$ cat src/rtl/pifo_reg_driver.sv
// Handshake adapter between a valid/ready stream and a register-based PIFO:
// forwards inserts, pops the current minimum into a one-entry output register.
module pifo_reg_driver #(
    parameter int L2_REG_WIDTH = 2,
    parameter int RANK_WIDTH   = 8,
    parameter int META_WIDTH   = 8,
    parameter int CNT_WIDTH    = 16
) (
    input  logic                  clk,
    input  logic                  rst,

    input  logic                  enq_valid,
    output logic                  enq_ready,
    input  logic [RANK_WIDTH-1:0] enq_rank,
    input  logic [META_WIDTH-1:0] enq_meta,

    output logic                  deq_valid,
    input  logic                  deq_ready,
    output logic [RANK_WIDTH-1:0] deq_rank,
    output logic [META_WIDTH-1:0] deq_meta,

    output logic                  pifo_insert,
    output logic [RANK_WIDTH-1:0] pifo_rank_in,
    output logic [META_WIDTH-1:0] pifo_meta_in,
    output logic                  pifo_remove,
    input  logic [RANK_WIDTH-1:0] pifo_rank_out,
    input  logic [META_WIDTH-1:0] pifo_meta_out,
    input  logic                  pifo_valid_out,
    input  logic                  pifo_full,

    output logic [CNT_WIDTH-1:0]  enq_cnt,
    output logic [CNT_WIDTH-1:0]  deq_cnt,
    output logic [CNT_WIDTH-1:0]  drop_cnt
);

    localparam int DEPTH = 2 ** L2_REG_WIDTH;

    if (DEPTH < 2) begin : g_depth_check
        $error("pifo_reg_driver: attached PIFO must hold at least two entries");
    end

    typedef enum logic [0:0] {
        IDLE = 1'b0,
        WAIT = 1'b1
    } state_t;

    state_t state;
    state_t state_nxt;
    logic   pop;
    logic   rst_dly;
    logic   enq_fire;
    logic   deq_fire;

    function automatic logic [CNT_WIDTH-1:0] sat_inc(input logic [CNT_WIDTH-1:0] v);
        return (&v) ? v : v + 1'b1;
    endfunction

    // The PIFO needs the cycle after reset to settle, so popping waits for rst_dly to clear.
    always_ff @(posedge clk) begin
        rst_dly <= rst;
    end

    always_ff @(posedge clk) begin
        if (rst) begin
            state <= IDLE;
        end else begin
            state <= state_nxt;
        end
    end

    always_comb begin
        state_nxt = state;
        pop       = 1'b0;
        case (state)
            IDLE: begin
                pop = pifo_valid_out & (~deq_valid | deq_ready) & ~rst & ~rst_dly;
                if (pop) begin
                    state_nxt = WAIT;
                end
            end
            WAIT: begin
                state_nxt = IDLE;
            end
            default: begin
                state_nxt = IDLE;
            end
        endcase
    end

    // Insert and remove share the PIFO command slot; a pop always wins it.
    assign enq_ready    = ~pop & ~rst;
    assign enq_fire     = enq_valid & enq_ready;
    assign deq_fire     = deq_valid & deq_ready;
    assign pifo_insert  = enq_fire;
    assign pifo_rank_in = enq_rank;
    assign pifo_meta_in = enq_meta;
    assign pifo_remove  = pop;

    always_ff @(posedge clk) begin
        if (rst) begin
            deq_valid <= 1'b0;
            deq_rank  <= '0;
            deq_meta  <= '0;
        end else if (pop) begin
            deq_valid <= 1'b1;
            deq_rank  <= pifo_rank_out;
            deq_meta  <= pifo_meta_out;
        end else if (deq_fire) begin
            deq_valid <= 1'b0;
        end
    end

    // An insert into a full PIFO always loses exactly one packet.
    always_ff @(posedge clk) begin
        if (rst) begin
            enq_cnt  <= '0;
            deq_cnt  <= '0;
            drop_cnt <= '0;
        end else begin
            if (enq_fire) begin
                enq_cnt <= sat_inc(enq_cnt);
            end
            if (deq_fire) begin
                deq_cnt <= sat_inc(deq_cnt);
            end
            if (enq_fire && pifo_full) begin
                drop_cnt <= sat_inc(drop_cnt);
            end
        end
    end

endmodule

$ cat config.mk
export PLATFORM = sky130hd
export DESIGN_NAME = pifo_reg_driver
export DESIGN_NICKNAME = d
export VERILOG_FILES = /design/src/rtl/pifo_reg_driver.sv
export SDC_FILE = /design/constraint.sdc
export NUM_CORES = 1
export LEC_CHECK = 0
export BUFFER_PORTS_ARGS = -buffer_cell sky130_fd_sc_hd__buf_2
export CORE_ASPECT_RATIO = 0.75
export CORE_MARGIN = 5
export CORE_UTILIZATION = 54
export CTS_CLUSTER_DIAMETER = 120
export CTS_CLUSTER_SIZE = 12
export DETAILED_ROUTE_END_ITERATION = 7
export PLACE_DENSITY = 0.86
export SKIP_CTS_REPAIR_TIMING = 1
export SLEW_MARGIN = 20
export SYNTH_ARGS = -nofsm -noshare
export SYNTH_HDL_FRONTEND = slang
export SYNTH_SLANG_ARGS = --single-unit
$ cat constraint.sdc
create_clock -name clk -period 3.9 [get_ports clk]
set_input_delay 0.195 -clock clk [delete_from_list [all_inputs] [get_ports clk]]
set_output_delay 0.195 -clock clk [all_outputs]
set_load 0.03 [all_outputs]
==> results.txt, run 1 <==
The count of routing violations after the opening detailed-route iteration came out at 223. The max capacitance violation total is 0. For the worst setup path, the data arrival time is 2.15 ns. The final cell count without fillers is 558. Cells fill 64.36% of the core in the end. In this run the deepest clock path goes through 2 buffers. The TritonCTS clock tree is yes. The clock slew seen by the registers of the worst setup and hold paths is 0.07 ns. The count of buffer and inverter cells on the critical path came out at 1. The post-synthesis xor/xnor area fraction came out at 0%. In this run, distinct cell masters in the synthesized netlist total 41. The dominant combinational cell family by area after synthesis is simple AND/OR/NAND/NOR gates. The detailed router placed 3260 vias in this run. The share of synthesized cell area in and, or, nand and nor gates is 31.76%. The setup-violating endpoint count in the final report came out at 0.

Routability-driven placement finished with a final weighted congestion of 0.8835. The type of the worst min-delay path is primary input to flop. Counting tap cells, the placed design contains a total of 542 instances. The I/O pin count is 122. The run finished with clean final reports. After detailed routing, the average wire length per cell comes to 15.00 um. The critical path is of the flop to output pin type. The fraction of registers with async set or reset after synthesis is 0%. The total inserted antenna cells came out at 0. The worst setup path is captured at an output pin. The worst path in the final design needs a cycle of 2.342 ns, including I/O delays and setup. The iteration count of the initial detailed-routing pass is 5. Global routing used 21.87% of the available tracks across all layers. The pin count of the biggest net entering global routing is 72. The worst slew slack as a fraction of its limit came out at 46.13%. The effective utilization at floorplan came out at 54.67%. The layout cell share with drive strength beyond 1 came out at 27.88%.

The remaining global-route overflow is 0. The number of global-route vias before repair came out at 2974. The kind of cell with the highest combined delay along the critical path is simple AND/OR/NAND/NOR gates. The layout has 529 filler cells. The library cell with the largest summed area after synthesis is sky130_fd_sc_hd__dfxtp_1. The final routed DRC violation total came out at 0. Counting every instance in the synthesized netlist gives 406.

The total routed wirelength came out at 8371 um. The area overhead of the layout relative to synthesis came out at 17.72%. Setup repair after global routing left no endpoint under its margin. The delay contributed by the slowest stage of the critical path is 0.61 ns. IR analysis of the VDD net gives a maximum drop of 0.1781 mV. The aggregate negative setup slack is 0 ns. By area the synthesized netlist is led by sky130_fd_sc_hd__dfxtp_1 39%, sky130_fd_sc_hd__nand2_1 5.8%, sky130_fd_sc_hd__a21oi_1 5.6%, sky130_fd_sc_hd__mux2_2 4.0%, sky130_fd_sc_hd__buf_4 3.8%. The signal on the critical path passes through nor2b_1, or3_1, nor2_1, buf_2. The master of the slowest instance on the critical path is sky130_fd_sc_hd__or3_1. The vias per cell is 5.842. The number of synthesized flops with an enable pin came out at 0. The share of the synthesized area in the top cell type came out at 39.41%. The TritonCTS sink count is 67. The static power due to leakage came out at 1.618 nW. The first global-routing pass estimated 14330 um of wire. For the pin with the worst max-slew slack, the measured transition is 0.8020 ns. The area of the multi-input gates came out at 1842 um^2. The insertion delay of the later-clocked pin in the worst-skew pair is 0.35 ns.

The total number of H-tree levels is 3. The commonest register cell after synthesis is sky130_fd_sc_hd__dfxtp_1. The overall die width is 101.7 um. The number of placement rows came out at 25. The kind of start point of the critical path is a flop. The share of the clock period used by the worst path is 60.06%. The detailed placer's ending HPWL came out at 5705 um.

The final setup skew is 0.007260 ns. The average instance in the mapped netlist occupies 8.382 um^2. The synthesized netlist net count is 447. For this run, the number of Yosys warnings is 0. The power per cell area is 365.3 nW/um^2. The area of the die came out at 8007 um^2.

The hold violation count in the final report came out at 0. The number of antenna violations at the first check in global routing was 1. The mux cell area share after synthesis came out at 4.853%.

The area used by sequential logic in the layout is 1341 um^2. The core area is 6225 um^2. The adder and majority gate portion of the synthesized area came out at 1.103%. Derived from the worst setup path, the maximum achievable clock frequency is 427.0 MHz.

The number of slew-limit violations in the final report is 0. The cell sitting at the root of the clock tree is a sky130_fd_sc_hd__clkbuf_8. The count of antenna-violating nets left after detailed routing is 0. The height of the die is 78.75 um.

At the worst endpoint, the required time is 3.70 ns. After synthesis the netlist holds a flip-flop and latch count of 67. The proportion of synthesized chip area in sequential cells is 39.41%.

Along the worst path, the maximum fanout reaches 18. The TritonCTS buffer count came out at 9. The final layout net count is 513. The port buffer count is 89. The mapped netlist covers 3403 um^2. The synthesized netlist devotes 16.03% of its cell area to compound gates.
-- cell families (layout without fill, tap and decap cells) --
kind of cell | Yosys count | in the layout
and+or+nand+nor | 195 | 195
buffers and inverters | 43 | 114
DFF | 67 | 67
muxes | 15 | 15
adders and majority gates | 3 | 3
AOI/OAI and AO/OA | 83 | 83
-- synth_stat cells (2+ instances only) --
master	n
sky130_fd_sc_hd__a21oi_1	38
sky130_fd_sc_hd__or4_1	16
sky130_fd_sc_hd__or2_2	2
sky130_fd_sc_hd__a31oi_1	2
sky130_fd_sc_hd__mux2i_1	3
sky130_fd_sc_hd__o21ai_0	10
sky130_fd_sc_hd__or3_1	9
sky130_fd_sc_hd__o21a_1	2
sky130_fd_sc_hd__buf_2	6
sky130_fd_sc_hd__o311ai_0	9
sky130_fd_sc_hd__clkbuf_1	14
sky130_fd_sc_hd__nand2_1	53
sky130_fd_sc_hd__and2_1	4
sky130_fd_sc_hd__mux2_2	12
sky130_fd_sc_hd__nor3_1	5
sky130_fd_sc_hd__nor2_1	22
sky130_fd_sc_hd__inv_1	5
sky130_fd_sc_hd__o41ai_1	6
sky130_fd_sc_hd__nor2b_1	14
sky130_fd_sc_hd__nand4_2	2
sky130_fd_sc_hd__o31ai_1	11
sky130_fd_sc_hd__nand3_1	22
sky130_fd_sc_hd__and3_1	4
sky130_fd_sc_hd__nand4_1	15
sky130_fd_sc_hd__ha_1	3
sky130_fd_sc_hd__dfxtp_1	67
sky130_fd_sc_hd__and4_2	2
sky130_fd_sc_hd__a311oi_1	3
sky130_fd_sc_hd__nor4_1	13
sky130_fd_sc_hd__and4_1	5
sky130_fd_sc_hd__buf_4	17
-- worst reg2reg max path, cell delays in order, from the launching register on --
cell and delay [ns]:
sky130_fd_sc_hd__dfxtp_1 0.37, sky130_fd_sc_hd__nor2b_1 0.55, sky130_fd_sc_hd__o311ai_2 0.16, sky130_fd_sc_hd__buf_4 0.24, sky130_fd_sc_hd__nor4b_1 0.36, sky130_fd_sc_hd__mux2_2 0.37
-- cell usage in the layout (no fill, tap or decap), types with 3 or more instances in the layout --
cell,netlist,layout
sky130_fd_sc_hd__ha_1,3,3
sky130_fd_sc_hd__a21oi_1,38,38
sky130_fd_sc_hd__and3_1,4,4
sky130_fd_sc_hd__nor4_1,13,12
sky130_fd_sc_hd__nand2_1,53,53
sky130_fd_sc_hd__nor3_1,5,5
sky130_fd_sc_hd__clkbuf_8,0,11
sky130_fd_sc_hd__or3_1,9,9
sky130_fd_sc_hd__mux2i_1,3,3
sky130_fd_sc_hd__o311ai_0,9,9
sky130_fd_sc_hd__and2_1,4,4
sky130_fd_sc_hd__o21ai_0,10,10
sky130_fd_sc_hd__nand3_1,22,22
sky130_fd_sc_hd__buf_2,6,89
sky130_fd_sc_hd__o41ai_1,6,6
sky130_fd_sc_hd__mux2_2,12,12
sky130_fd_sc_hd__o31ai_1,11,11
sky130_fd_sc_hd__dfxtp_1,67,67
sky130_fd_sc_hd__nor2_1,22,22
sky130_fd_sc_hd__and4_1,5,5
sky130_fd_sc_hd__nor2b_1,14,14
sky130_fd_sc_hd__a311oi_1,3,3
sky130_fd_sc_hd__inv_1,5,5
sky130_fd_sc_hd__or4_1,16,16
sky130_fd_sc_hd__nand4_1,15,15
sky130_fd_sc_hd__buf_4,17,4
-- cell type report --
type	count	share of cell area, %
clock buffer	12	3.873
sequential	67	33.48
clock inverter	4	1.811
timing repair buffer	93	11.87
multi-input combinational	296	45.97
inverter	5	0.4685
tap	81	2.530
-- through the flow --
stage / worst slack, ns / hold slack, ns / total power (W) / cell area, um^2
after floorplan: 1.826 / 0.2227 / 0.0008188 / 3403
after global routing: 1.411 / 0.06659 / 0.001526 / 4006
after CTS: 1.583 / 0.06258 / 0.001478 / 4000
after global placement: 1.898 / 0.3902 / 0.0008185 / 3772
final: 1.558 / 0.07663 / 0.001464 / 4006
after detailed placement: 1.838 / 0.3902 / 0.0008214 / 3772
-- final timing paths --
path	start	to	slack [ns]	depth (start not counted)
worst max-delay path	deq_valid	pifo_remove	1.56	4
worst min-delay path	pifo_rank_out[5]	deq_rank[5]	0.08	3
worst max register to register	deq_valid	drop_cnt[15]	1.74	5
worst min register to register	deq_rank[5]	deq_rank[5]	0.45	2
-- per-layer routing --
layer	vias up	part of all wire, %	global-route usage, %
met2	108	46	33.94
met5	-	0.12	0
met4	2	1.1	7.437
met1	1501	44	28.14
met3	15	9.1	7.814
li1	1634	-	-
-- power breakdown --
group / internal [W] / switching (W)
clock network: 0.000394 / 0.000263
logic: 0.0000301 / 0.0000727
registers: 0.000695 / 0.00000793
-- flip-flops by register name (all words and copies together), names as in the netlist --
signal	flops
deq_meta	8
deq_rank	8
state	1
deq_valid	1
deq_cnt	16
enq_cnt	16
rst_dly	1
drop_cnt	16
(Power assumes the default switching activity.)
==> run 2: changes to the inputs <==
--- a/config.mk
+++ b/config.mk
@@ -8,11 +8,11 @@
 export BUFFER_PORTS_ARGS = -buffer_cell sky130_fd_sc_hd__buf_2
 export CORE_ASPECT_RATIO = 0.75
 export CORE_MARGIN = 5
-export CORE_UTILIZATION = 54
+export CORE_UTILIZATION = 50
 export CTS_CLUSTER_DIAMETER = 120
 export CTS_CLUSTER_SIZE = 12
 export DETAILED_ROUTE_END_ITERATION = 7
-export PLACE_DENSITY = 0.86
+export PLACE_DENSITY = 0.8
 export SKIP_CTS_REPAIR_TIMING = 1
 export SLEW_MARGIN = 20
 export SYNTH_ARGS = -nofsm -noshare
==> constraint.sdc (replaced) <==
create_clock -name clk -period 2.44 [get_ports clk]
set_input_delay 0.122 -clock clk [delete_from_list [all_inputs] [get_ports clk]]
set_output_delay 0.122 -clock clk [all_outputs]
set_load 0.03 [all_outputs]
==> run 2 against run 1 <==
  * Combinational power grew 61%
  * Non-clock buffer count grew 5
  * Critical path depth is the same
  * Total power grew 60%
  * Clock power grew 58%
  * Via count grew 2.9%
  * Largest power group unchanged
  * Final cell count grew 1.6%
  * Die area grew 7.1%
  * First-iteration DRC count grew 0.45%
  * Critical path type unchanged
  * Hold slack lost 0.062 ns
  * Register-to-register slack lost 1.4 ns
==> results.txt, run 2 (synthesis gave the netlist of run 1 again) <==
The overall die width came out at 105.3 um (+3.5%). The maximum resistive drop on vdd came to 0.3622 mV (+100%). The number of slew-limit violations in the final report came out at 0 (unchanged). The switching power came out at 0.0005430 W (+58%). The final routed DRC violation total is 0 (unchanged). The TritonCTS buffer count came out at 9 (unchanged). The share of power burned in registers is 48.2% (about the same).

The actual transition at the worst max-transition pin came out at 0.7079 ns (-0.09406 ns). In the layout the commonest cells are 89 x sky130_fd_sc_hd__buf_2, 67 x sky130_fd_sc_hd__dfxtp_1, 53 x sky130_fd_sc_hd__nand2_1. The TritonCTS sink count came out at 67 (unchanged).

The signal arrival time at the worst endpoint is 2.05 ns (-0.10 ns). The average wire per standard cell came to 15.40 um (+2.6%). The max capacitance violation total is 0 (unchanged). The iteration count of the initial detailed-routing pass is 4 (-1). The aggregate negative setup slack is 0 ns (unchanged). The largest registers in the layout are deq_cnt: 16 flops, drop_cnt: 16 flops, enq_cnt: 16 flops.

The total routed wirelength came out at 8731 um (+4.3%). The critical path ends at pifo_remove. The layout cell share with drive strength beyond 1 came out at 28.63% (+0.75 points).

The critical path in this run is classified as flop to output pin. The flow ran to the end, and the final reports show no timing, DRC or antenna violations. The required time reported for the critical path endpoint is 2.32 ns (-1.38 ns). The launching element of the worst setup path is deq_valid. The number of placement rows is 26 (+4.0%). The worst hold-check slack came out at 0.01490 ns (-0.06173 ns).

The library cell used most frequently in the layout, excluding fill and tap cells, is sky130_fd_sc_hd__buf_2. The part of the total power dissipated in the clock network is 44.7% (-0.2 points). The setup-violating endpoint count in the final report came to 0 (unchanged). The type of the worst min-delay path is primary input to flop. The core area came out at 6701 um^2 (+7.7%).

Setup repair after global routing left no endpoint under its margin. The count of routing violations after the opening detailed-route iteration is 224 (+0.45%). The count of vias placed by the detailed router came out at 3355 (+2.9%).

The pin count of the biggest net entering global routing is 60 (-17%). STA classifies the critical path startpoint as a flop. The combinational share of power came out at 7.1% (about the same). The clock root buffer is sky130_fd_sc_hd__clkbuf_8. The detailed placer's ending HPWL came out at 6167 um (+8.1%). The worst register-to-register path ends at drop_cnt[15]. The power per cell area is 577.3 nW/um^2 (+58%).

The TritonCTS clock tree is yes. The number of antenna violations at the first check in global routing came to 2 (+1). The final layout net count is 518 (+0.97%).

The switching power as a share of total power came to 23.26% (-0.24 points). The timing-limited maximum frequency came out at 459.8 MHz. The worst slew slack as a fraction of its limit is 52.21% (+6.1 points). The deepest clock path buffer count is 2 (unchanged). The worst path uses 89.13% of the clock period. The cell count of the worst reg-to-reg path came to 5 (unchanged). The effective utilization at floorplan is 50.78% (-3.9 points). The number of global-route vias before repair is 3038 (+2.2%). The category of the worst setup path capture point is an output pin. The global-route total usage across every layer came to 20.57% (-1.3 points).

The area overhead of the layout relative to synthesis came out at 18.82%. The area used by sequential logic in the layout came to 1341 um^2 (unchanged). The count of antenna-violating nets left after detailed routing is 0 (unchanged). The area of the die came to 8574 um^2 (+7.1%). The insertion delay of the later-clocked pin in the worst-skew pair came to 0.34 ns (about the same). The number of filler cells placed in the layout is 612 (+16%). The static power due to leakage came out at 1.647 nW (+1.8%). The remaining global-route overflow came to 0 (unchanged).

The I/O pin count is 122 (unchanged). The global-route wire length before repair is 14530 um (+1.4%). The total number of H-tree levels came out at 3 (unchanged). The shortest clock period the worst path allows after layout came out at 2.175 ns.

The vias per cell is 5.917 (+1.3%). The hold violation count in the final report came out at 0 (unchanged). The area of the multi-input gates came to 1836 um^2 (-0.34%). The largest fanout on the critical path was 18 (unchanged). The global placer's final weighted congestion is 0.8275 (-6.3%). The final setup skew is 0.008753 ns (+0.001493 ns).

The flop-to-flop setup slack came out at 0.37 ns (-1.37 ns). The clock slew seen by the registers of the worst setup and hold paths is 0.07 ns (about the same). The height of the die is 81.45 um (+3.4%).

The source of the worst register-to-register timing path is deq_valid. The port buffer count is 89 (unchanged). The internal power contribution came out at 0.001792 W (+60%).
[run 2: worst min path at each step]
stage | from | to | depth (start not counted)
floorplan | rst | rst_dly | 0
global placement | enq_meta[3] | pifo_meta_in[3] | 0
detailed placement | enq_meta[3] | pifo_meta_in[3] | 0
CTS | pifo_rank_out[4] | deq_rank[4] | 3
global route | pifo_rank_out[4] | deq_rank[4] | 3
finish | pifo_rank_out[4] | deq_rank[4] | 3
[run 2: layer usage]
metal	GRT usage (%)	wire [um]
met5	0	32
met4	5.747	85
met3	9.034	856
met2	32.90	3959
met1	25.44	3798
[run 2: power groups by stage]
| stage | logic, W | clock network, W | registers, W |
|---|---|---|---|
| after global placement | 0.000163 | 0 | 0.00115 |
| final | 0.000166 | 0.00104 | 0.00112 |
| after CTS | 0.000168 | 0.00106 | 0.00112 |
| after detailed placement | 0.000167 | 0 | 0.00115 |
| after floorplan | 0.000127 | 0 | 0.00118 |
| after global routing | 0.000184 | 0.00112 | 0.00113 |
[run 2: final cells by class]
type	instances	share of cell area, %
Antenna cell	1	0.06188
Tap cell	84	2.599
Timing Repair Buffer	98	12.69
Inverter	5	0.4641
Multi-Input combinational cell	296	45.39
Clock buffer	12	3.837
Sequential cell	67	33.17
Clock inverter	4	1.795
[run 2: critical path, cell delays in order (launching register included)]
cell and delay [ns]:
sky130_fd_sc_hd__dfxtp_1 0.38, sky130_fd_sc_hd__nor2b_1 0.48, sky130_fd_sc_hd__or3_1 0.59, sky130_fd_sc_hd__nor2_1 0.07, sky130_fd_sc_hd__buf_2 0.20
[run 2: per-stage QoR]
stage	setup slack (ns)	area, um^2	util, %	total power (W)	std cells
after detailed placement	0.3821	3814	56.91	0.001317	550
after CTS	0.2110	4041	60.31	0.002356	566
after global placement	0.4383	3814	56.91	0.001312	550
final	0.2652	4044	60.34	0.002335	567
after floorplan	0.3743	3403	-	0.001309	406
after global routing	0.02873	4041	60.31	0.002429	566
